### src/rtl/uart_rx_cfg.sv
// UART receiver with runtime frame format, 3-sample majority voting and a receive FIFO.
// Optional parity support is compiled in when UART_RX_PARITY_EN is defined.
module uart_rx_cfg #(
  parameter int DIV_W      = 16,
  parameter int FIFO_DEPTH = 4
) (
  input  logic             clock,
  input  logic             reset,
  input  logic [DIV_W-1:0] bauddiv_i,
  input  logic [1:0]       data_bits_i,
  input  logic             stop2_i,
  input  logic             parity_en_i,
  input  logic             parity_odd_i,
  input  logic             rx_i,
  output logic [7:0]       rx_data_o,
  output logic             rx_frame_err_o,
  output logic             rx_parity_err_o,
  output logic             rx_valid_o,
  input  logic             rx_ready_i,
  output logic             overrun_o,
  input  logic             overrun_clr_i,
  output logic             rx_busy_o
);

  localparam int AW = $clog2(FIFO_DEPTH);

  typedef enum logic [2:0] {
    S_IDLE,
    S_START,
    S_DATA,
`ifdef UART_RX_PARITY_EN
    S_PARITY,
`endif
    S_STOP
  } state_e;

  // --------------------------------------------------------------------------
  // Input synchroniser
  // --------------------------------------------------------------------------
  logic rx_meta;
  logic rxs;

  // NOTE: sequential state always uses non-blocking assignments so every flop
  // samples the pre-edge value of its source, independent of statement order.
  always_ff @(posedge clock) begin
    if (reset) begin
      rx_meta <= 1'b1;
      rxs     <= 1'b1;
    end else begin
      rx_meta <= rx_i;
      rxs     <= rx_meta;
    end
  end

  // --------------------------------------------------------------------------
  // Receive FSM
  // --------------------------------------------------------------------------
  state_e           state;
  logic [DIV_W-1:0] cnt;
  logic [DIV_W-1:0] bd_q;
  logic [1:0]       db_q;
  logic             stop2_q;
  logic [2:0]       bit_idx;
  logic             stop_idx;
  logic [7:0]       sh;
  logic             s0;
  logic             s1;
  logic             ferr;
  logic             armed;
  logic             push_q;
  logic [7:0]       push_data;
  logic             push_ferr;
`ifdef UART_RX_PARITY_EN
  logic             par_en_q;
  logic             par_odd_q;
  logic             perr;
  logic             push_perr;
`endif

  logic [DIV_W-1:0] h;
  logic [DIV_W-1:0] h_p1;
  logic [DIV_W-1:0] h_m1;
  logic             at_mid;
  logic             at_end;
  logic             maj;
  logic [2:0]       last_idx;
  logic             ferr_final;
  logic [7:0]       frame_data;

  assign h          = bd_q >> 1;
  assign h_p1       = h + DIV_W'(1);
  assign h_m1       = h - DIV_W'(1);
  assign at_mid     = (cnt == h_m1);
  assign at_end     = (cnt == '0);
  assign maj        = (s0 & s1) | (s0 & rxs) | (s1 & rxs);
  assign last_idx   = {1'b0, db_q} + 3'd4;
  assign ferr_final = ferr | ~maj;
  // Bits arrive at the top of sh; shifting by 3-db_q right-justifies the word.
  assign frame_data = sh >> (~db_q);

  always_ff @(posedge clock) begin
    if (reset) begin
      state     <= S_IDLE;
      cnt       <= '0;
      bd_q      <= '0;
      db_q      <= '0;
      stop2_q   <= 1'b0;
      bit_idx   <= '0;
      stop_idx  <= 1'b0;
      sh        <= '0;
      s0        <= 1'b1;
      s1        <= 1'b1;
      ferr      <= 1'b0;
      armed     <= 1'b0;
      push_q    <= 1'b0;
      push_data <= '0;
      push_ferr <= 1'b0;
`ifdef UART_RX_PARITY_EN
      par_en_q  <= 1'b0;
      par_odd_q <= 1'b0;
      perr      <= 1'b0;
      push_perr <= 1'b0;
`endif
    end else begin
      push_q <= 1'b0;
      if (state != S_IDLE) begin
        cnt <= cnt - DIV_W'(1);
        if (cnt == h_p1) s0 <= rxs;
        if (cnt == h)    s1 <= rxs;
      end

      unique case (state)
        S_IDLE: begin
          // A start edge needs the line to have been high first, so a held
          // break does not retrigger frames.
          if (rxs) begin
            armed <= 1'b1;
          end else if (armed) begin
            state     <= S_START;
            cnt       <= bauddiv_i;
            bd_q      <= bauddiv_i;
            db_q      <= data_bits_i;
            stop2_q   <= stop2_i;
            armed     <= 1'b0;
            sh        <= '0;
            ferr      <= 1'b0;
`ifdef UART_RX_PARITY_EN
            par_en_q  <= parity_en_i;
            par_odd_q <= parity_odd_i;
            perr      <= 1'b0;
`endif
          end
        end

        S_START: begin
          if (at_mid && maj) begin
            state <= S_IDLE;
          end else if (at_end) begin
            state   <= S_DATA;
            cnt     <= bd_q;
            bit_idx <= '0;
          end
        end

        S_DATA: begin
          if (at_mid) sh <= {maj, sh[7:1]};
          if (at_end) begin
            cnt <= bd_q;
            if (bit_idx == last_idx) begin
              stop_idx <= 1'b0;
`ifdef UART_RX_PARITY_EN
              state    <= par_en_q ? S_PARITY : S_STOP;
`else
              state    <= S_STOP;
`endif
            end else begin
              bit_idx <= bit_idx + 3'd1;
            end
          end
        end

`ifdef UART_RX_PARITY_EN
        S_PARITY: begin
          if (at_mid) perr <= ((^sh) ^ maj) != par_odd_q;
          if (at_end) begin
            state    <= S_STOP;
            stop_idx <= 1'b0;
            cnt      <= bd_q;
          end
        end
`endif

        S_STOP: begin
          if (at_mid) begin
            if (stop2_q && !stop_idx) begin
              ferr <= ferr_final;
            end else begin
              // Leave half a bit early so a back-to-back start edge is seen.
              state     <= S_IDLE;
              push_q    <= 1'b1;
              push_data <= frame_data;
              push_ferr <= ferr_final;
`ifdef UART_RX_PARITY_EN
              push_perr <= perr;
`endif
            end
          end
          if (at_end && stop2_q && !stop_idx) begin
            stop_idx <= 1'b1;
            cnt      <= bd_q;
          end
        end

        default: state <= S_IDLE;
      endcase
    end
  end

  assign rx_busy_o = (state != S_IDLE);

  // --------------------------------------------------------------------------
  // Receive FIFO
  // --------------------------------------------------------------------------
  logic [7:0] mem_data [FIFO_DEPTH];
  logic       mem_ferr [FIFO_DEPTH];
`ifdef UART_RX_PARITY_EN
  logic       mem_perr [FIFO_DEPTH];
`endif
  logic [AW:0] wr_ptr;
  logic [AW:0] rd_ptr;
  logic [AW:0] fill;
  logic        full;
  logic        empty;
  logic        pop;
  logic        push_ok;
  logic        drop;

  assign fill    = wr_ptr - rd_ptr;
  assign full    = (fill == (AW+1)'(FIFO_DEPTH));
  assign empty   = (wr_ptr == rd_ptr);
  assign pop     = !empty && rx_ready_i;
  assign push_ok = push_q && (!full || pop);
  assign drop    = push_q && full && !pop;

  // NOTE: storage has no reset; the head outputs are gated by empty, so stale
  // contents are never visible and the array can map to plain registers/RAM.
  always_ff @(posedge clock) begin
    if (push_ok) begin
      mem_data[wr_ptr[AW-1:0]] <= push_data;
      mem_ferr[wr_ptr[AW-1:0]] <= push_ferr;
`ifdef UART_RX_PARITY_EN
      mem_perr[wr_ptr[AW-1:0]] <= push_perr;
`endif
    end
  end

  always_ff @(posedge clock) begin
    if (reset) begin
      wr_ptr    <= '0;
      rd_ptr    <= '0;
      overrun_o <= 1'b0;
    end else begin
      if (push_ok) wr_ptr <= wr_ptr + (AW+1)'(1);
      if (pop)     rd_ptr <= rd_ptr + (AW+1)'(1);
      if (drop)               overrun_o <= 1'b1;
      else if (overrun_clr_i) overrun_o <= 1'b0;
    end
  end

  assign rx_valid_o     = !empty;
  assign rx_data_o      = empty ? 8'h00 : mem_data[rd_ptr[AW-1:0]];
  assign rx_frame_err_o = !empty && mem_ferr[rd_ptr[AW-1:0]];
`ifdef UART_RX_PARITY_EN
  assign rx_parity_err_o = !empty && mem_perr[rd_ptr[AW-1:0]];
`else
  logic unused_parity_cfg;
  assign unused_parity_cfg = parity_en_i ^ parity_odd_i;
  assign rx_parity_err_o   = 1'b0;
`endif

endmodule

### config.mk
export PLATFORM = sky130hd
export DESIGN_NAME = uart_rx_cfg
export DESIGN_NICKNAME = d
export VERILOG_FILES = /design/src/rtl/uart_rx_cfg.sv
export SDC_FILE = /design/constraint.sdc
export NUM_CORES = 1
export LEC_CHECK = 0
export CORE_MARGIN = 2
export CORE_UTILIZATION = 40
export CTS_BUF_LIST = sky130_fd_sc_hd__clkbuf_2 sky130_fd_sc_hd__clkbuf_4 sky130_fd_sc_hd__clkbuf_8
export DETAILED_ROUTE_END_ITERATION = 12
export PLACE_DENSITY = 0.62
export SETUP_SLACK_MARGIN = 0.5
export SLEW_MARGIN = 25
export SYNTH_ARGS = -nofsm -noshare
export SYNTH_HDL_FRONTEND = slang
export SYNTH_SLANG_ARGS = --single-unit
### constraint.sdc
create_clock -name clock -period 2.85 [get_ports clock]
set_clock_uncertainty 0.05 [all_clocks]
set_input_delay 0.7125 -clock clock [delete_from_list [all_inputs] [get_ports clock]]
set_output_delay 0.7125 -clock clock [all_outputs]
set_load 0.01 [all_outputs]
==> impl_metrics.json <==
{
  "status": "finished with violations",
  "violations": "negative setup slack",
  "leakagePower_nw": 3.052,
  "num_rows": 46,
  "core-area_sq_um": 15890,
  "clkLatencyLatePin_ns": 0.40,
  "synth_top_family_by_area": "simple AND/OR/NAND/NOR gates",
  "tightest_slew_ns": 0.7439,
  "clk_pin_slew_ns": 0.11,
  "slew_headroom": 0.5023,
  "drt_first_pass_iters": 5,
  "cts_max_level": 3,
  "finalHoldViolCount": 0,
  "switching_share": 0.4528,
  "synth_compound_area_frac": 0.1793,
  "postCtsHoldBufs": 0,
  "fin_nets": 839,
  "min_path_type": "flop to flop",
  "synth_cells": 716,
  "muxShareOfSynthArea": 0.06421,
  "critPathArrivalTime_ns": 3.20,
  "vias": 6017,
  "gp_congestion": 0.9730,
  "finalWirelength_mm": 19.26,
  "pwr-share-seq": 0.315,
  "crit_chain": "inv_4, ha_4, or4b_4, nor4_4, xor2_2, nand4_4, buf_4, or4_4, a211oi_2, a31o_2",
  "grt_pass1_vias": 5711,
  "pin_count": 39,
  "power_frac_clock": 0.160,
  "synth_area_sq_um": 6489,
  "cts_sinks": 110,
  "ys_ff_latch": 110,
  "antenna_found_initial": 0,
  "cp-start-kind": "flop",
  "timing.final.crit_period_ns": 2.904,
  "post_drt_via_cell_ratio": 5.882,
  "powerDensity_nw_per_um2": 737.5,
  "antenna_left": 0,
  "end_kind": "flop",
  "yosysSeqAreaShare": 0.3949,
  "tns_ns": -0.1688,
  "syn_nets": 753,
  "die_h_microns": 131.4,
  "crit_buf_inv": 2,
  "switchingPower_w": 0.002783,
  "p_int_w": 0.003363,
  "max_freq_mhz": 344.4,
  "drv_cap": 0,
  "critical_path_class": "flop to flop",
  "cp_slowest_cell": "or4b_4",
  "synth_simple_gate_area_frac": 0.2233,
  "combPwrFrac": 0.525,
  "synth_ff_type": "dfxtp_1",
  "synth-edff-count": 36,
  "cts_root_buffer": "clkbuf_8",
  "grt_remaining_overflow": 0,
  "cpPeakStageDelay_ns": 0.55,
  "peakVddDrop_mv": 0.6324,
  "crit_family": "simple AND/OR/NAND/NOR gates",
  "period_share": 1.019,
  "wl_per_cell_microns": 18.83,
  "grt_pass1_wl_mm": 30.07,
  "area_growth_pct": 28.44,
  "yosys.area.top_type_share": 0.2283,
  "fin_ws_ns": -0.05360,
  "synth_xor_xnor_area_share": 0.06845,
  "rsz0062_at_grt": "yes",
  "grt_start_max_net_pins": 37,
  "avgSynthCellArea_sq_um": 9.062,
  "required_ns": 3.14,
  "drtIter0Drc": 483,
  "placed_area_sq_um": 7403,
  "cts_buffer_depth": 2,
  "setup_viol_count_final": 6,
  "holdWs_ns": 0.3740,
  "hpwlAfterDp_mm": 13.11,
  "cp_max_fo": 7,
  "grt_usage": 0.2173,
  "place_ws_ns": -0.006752,
  "yosys.area.top_type": "dfxtp_1",
  "route.detailed.drc": 0,
  "cts_tree": "built",
  "portBuffers": 35,
  "ys_warn_count": 0,
  "synthAdderAreaFrac": 0.02275,
  "numCtsBuffers": 9,
  "slew_violations": 0,
  "postLayoutCellArea_sq_um": 8334,
  "async_flop_share": 0,
  "initial_utilization": 0.4085,
  "n_antenna_cell": 0,
  "drive_gt1_frac": 0.2875,
  "ys_top_cells_by_area": "dfxtp_1 (23%), edfxtp_1 (17%), nand2_1 (5.1%), mux4_2 (4.5%), a21oi_1 (4.2%)",
  "dieArea_sq_um": 17260,
  "synth.distinct_cells": 75,
  "die_w_microns": 131.4
}
-- what timing repair did --
item / in CTS / in global routing
pin swaps: 20 / 18
gates resized for setup: 111 / 38
buffers inserted: 26 / 7
cloned: 3 / 0
setup endpoints to repair: 53 / 52
-- kinds of logic (layout without fill, tap and decap cells) --
logic type	after synthesis	count (layout)
flip-flops	110	110
AO/OA/AOI/OAI	174	174
multiplexers	25	25
other	1	1
adder cells (fa/ha/maj)	12	12
AND/OR/NAND/NOR	275	277
XOR/XNOR	49	49
buffers and inverters	70	159
-- routing by layer --
| layer | vias to the layer above | routed length, microns | global-route usage |
|---|---|---|---|
| li1 | 2814 | - | - |
| met1 | 2943 | 8379 | 0.2909 |
| met2 | 214 | 9122 | 0.3544 |
| met3 | 46 | 1297 | 0.03935 |
| met4 | 0 | 461 | 0.07548 |
| met5 | - | 0 | 0 |
-- cell usage after synthesis, drive strengths merged, types with 17 or more instances --
cell type,n
nor2,42
nand2,89
clkbuf,45
o21ai,31
edfxtp,36
and2,17
nor3,21
nand3,22
a21oi,55
xor2,19
xnor2,29
dfxtp,74
-- path summary, 6_finish.rpt --
check | cells past startpoint | slack (ns) | start | endpoint
setup reg to reg | 10 | -0.05 | bd_q[2] | sh[4]
setup / recovery | 10 | -0.05 | bd_q[2] | sh[4]
hold / removal | 1 | 0.37 | rx_meta | rxs
hold reg to reg | 1 | 0.37 | rx_meta | rxs
-- cell type report --
class,instances,area [sq um]
Tap cell,216,270.3
Timing Repair Buffer,129,1172
Clock buffer,9,123.9
Fill cell,1439,7551
Multi-Input combinational cell,538,4050
Sequential cell,110,2576
Inverter,14,57.56
Clock inverter,7,83.83
-- sequential cells by signal, indices dropped and copies added (netlist names), 2 cells and up, named ones only --
name       flops
mem_ferr       4
mem_data      32
bit_idx        3
wr_ptr         3
cnt           16
push_data      8
state          2
rd_ptr         3
db_q           2
sh             8
bd_q          16
-- through the flow --
step,cells,total power (W),utilization
finish,1023,0.006146,0.5247
global route,1023,0.006462,0.5247
CTS,1016,0.005952,0.5125
detailed placement,971,0.004744,0.4661
global placement,971,0.004688,0.4661
floorplan,716,0.003792,-
-- power groups by stage --
| stage | sequential, W | combinational [W] | clock [W] |
|---|---|---|---|
| after floorplan | 0.00183 | 0.00196 | 0 |
| after global placement | 0.00193 | 0.00275 | 0 |
| after detailed placement | 0.00194 | 0.00280 | 0 |
| after CTS | 0.00192 | 0.00302 | 0.00101 |
| after global routing | 0.00195 | 0.00345 | 0.00106 |
| final | 0.00194 | 0.00322 | 0.000984 |
-- cells in the final DEF (no fill, tap or decap), types with 7 or more instances in the layout --
cell type,netlist,final
a21oi_1,54,52
a31o_2,7,7
a31oi_1,7,7
and2_1,17,11
buf_4,3,70
buf_6,3,26
clkbuf_8,0,9
clkdlybuf4s50_1,0,23
dfxtp_1,74,65
dfxtp_2,0,8
edfxtp_1,36,36
ha_1,11,7
inv_1,14,10
mux2i_1,9,9
mux4_2,13,13
nand2_1,89,88
nand2b_1,10,10
nand3_1,22,20
nand4_1,13,13
nor2_1,42,40
nor2b_1,8,8
nor3_1,21,19
nor4_1,11,8
o211ai_1,7,7
o21ai_0,28,14
o21ai_1,3,9
o21ai_2,0,8
xnor2_1,29,27
xor2_1,19,17
Note: power is estimated with default switching activity, not from simulation.
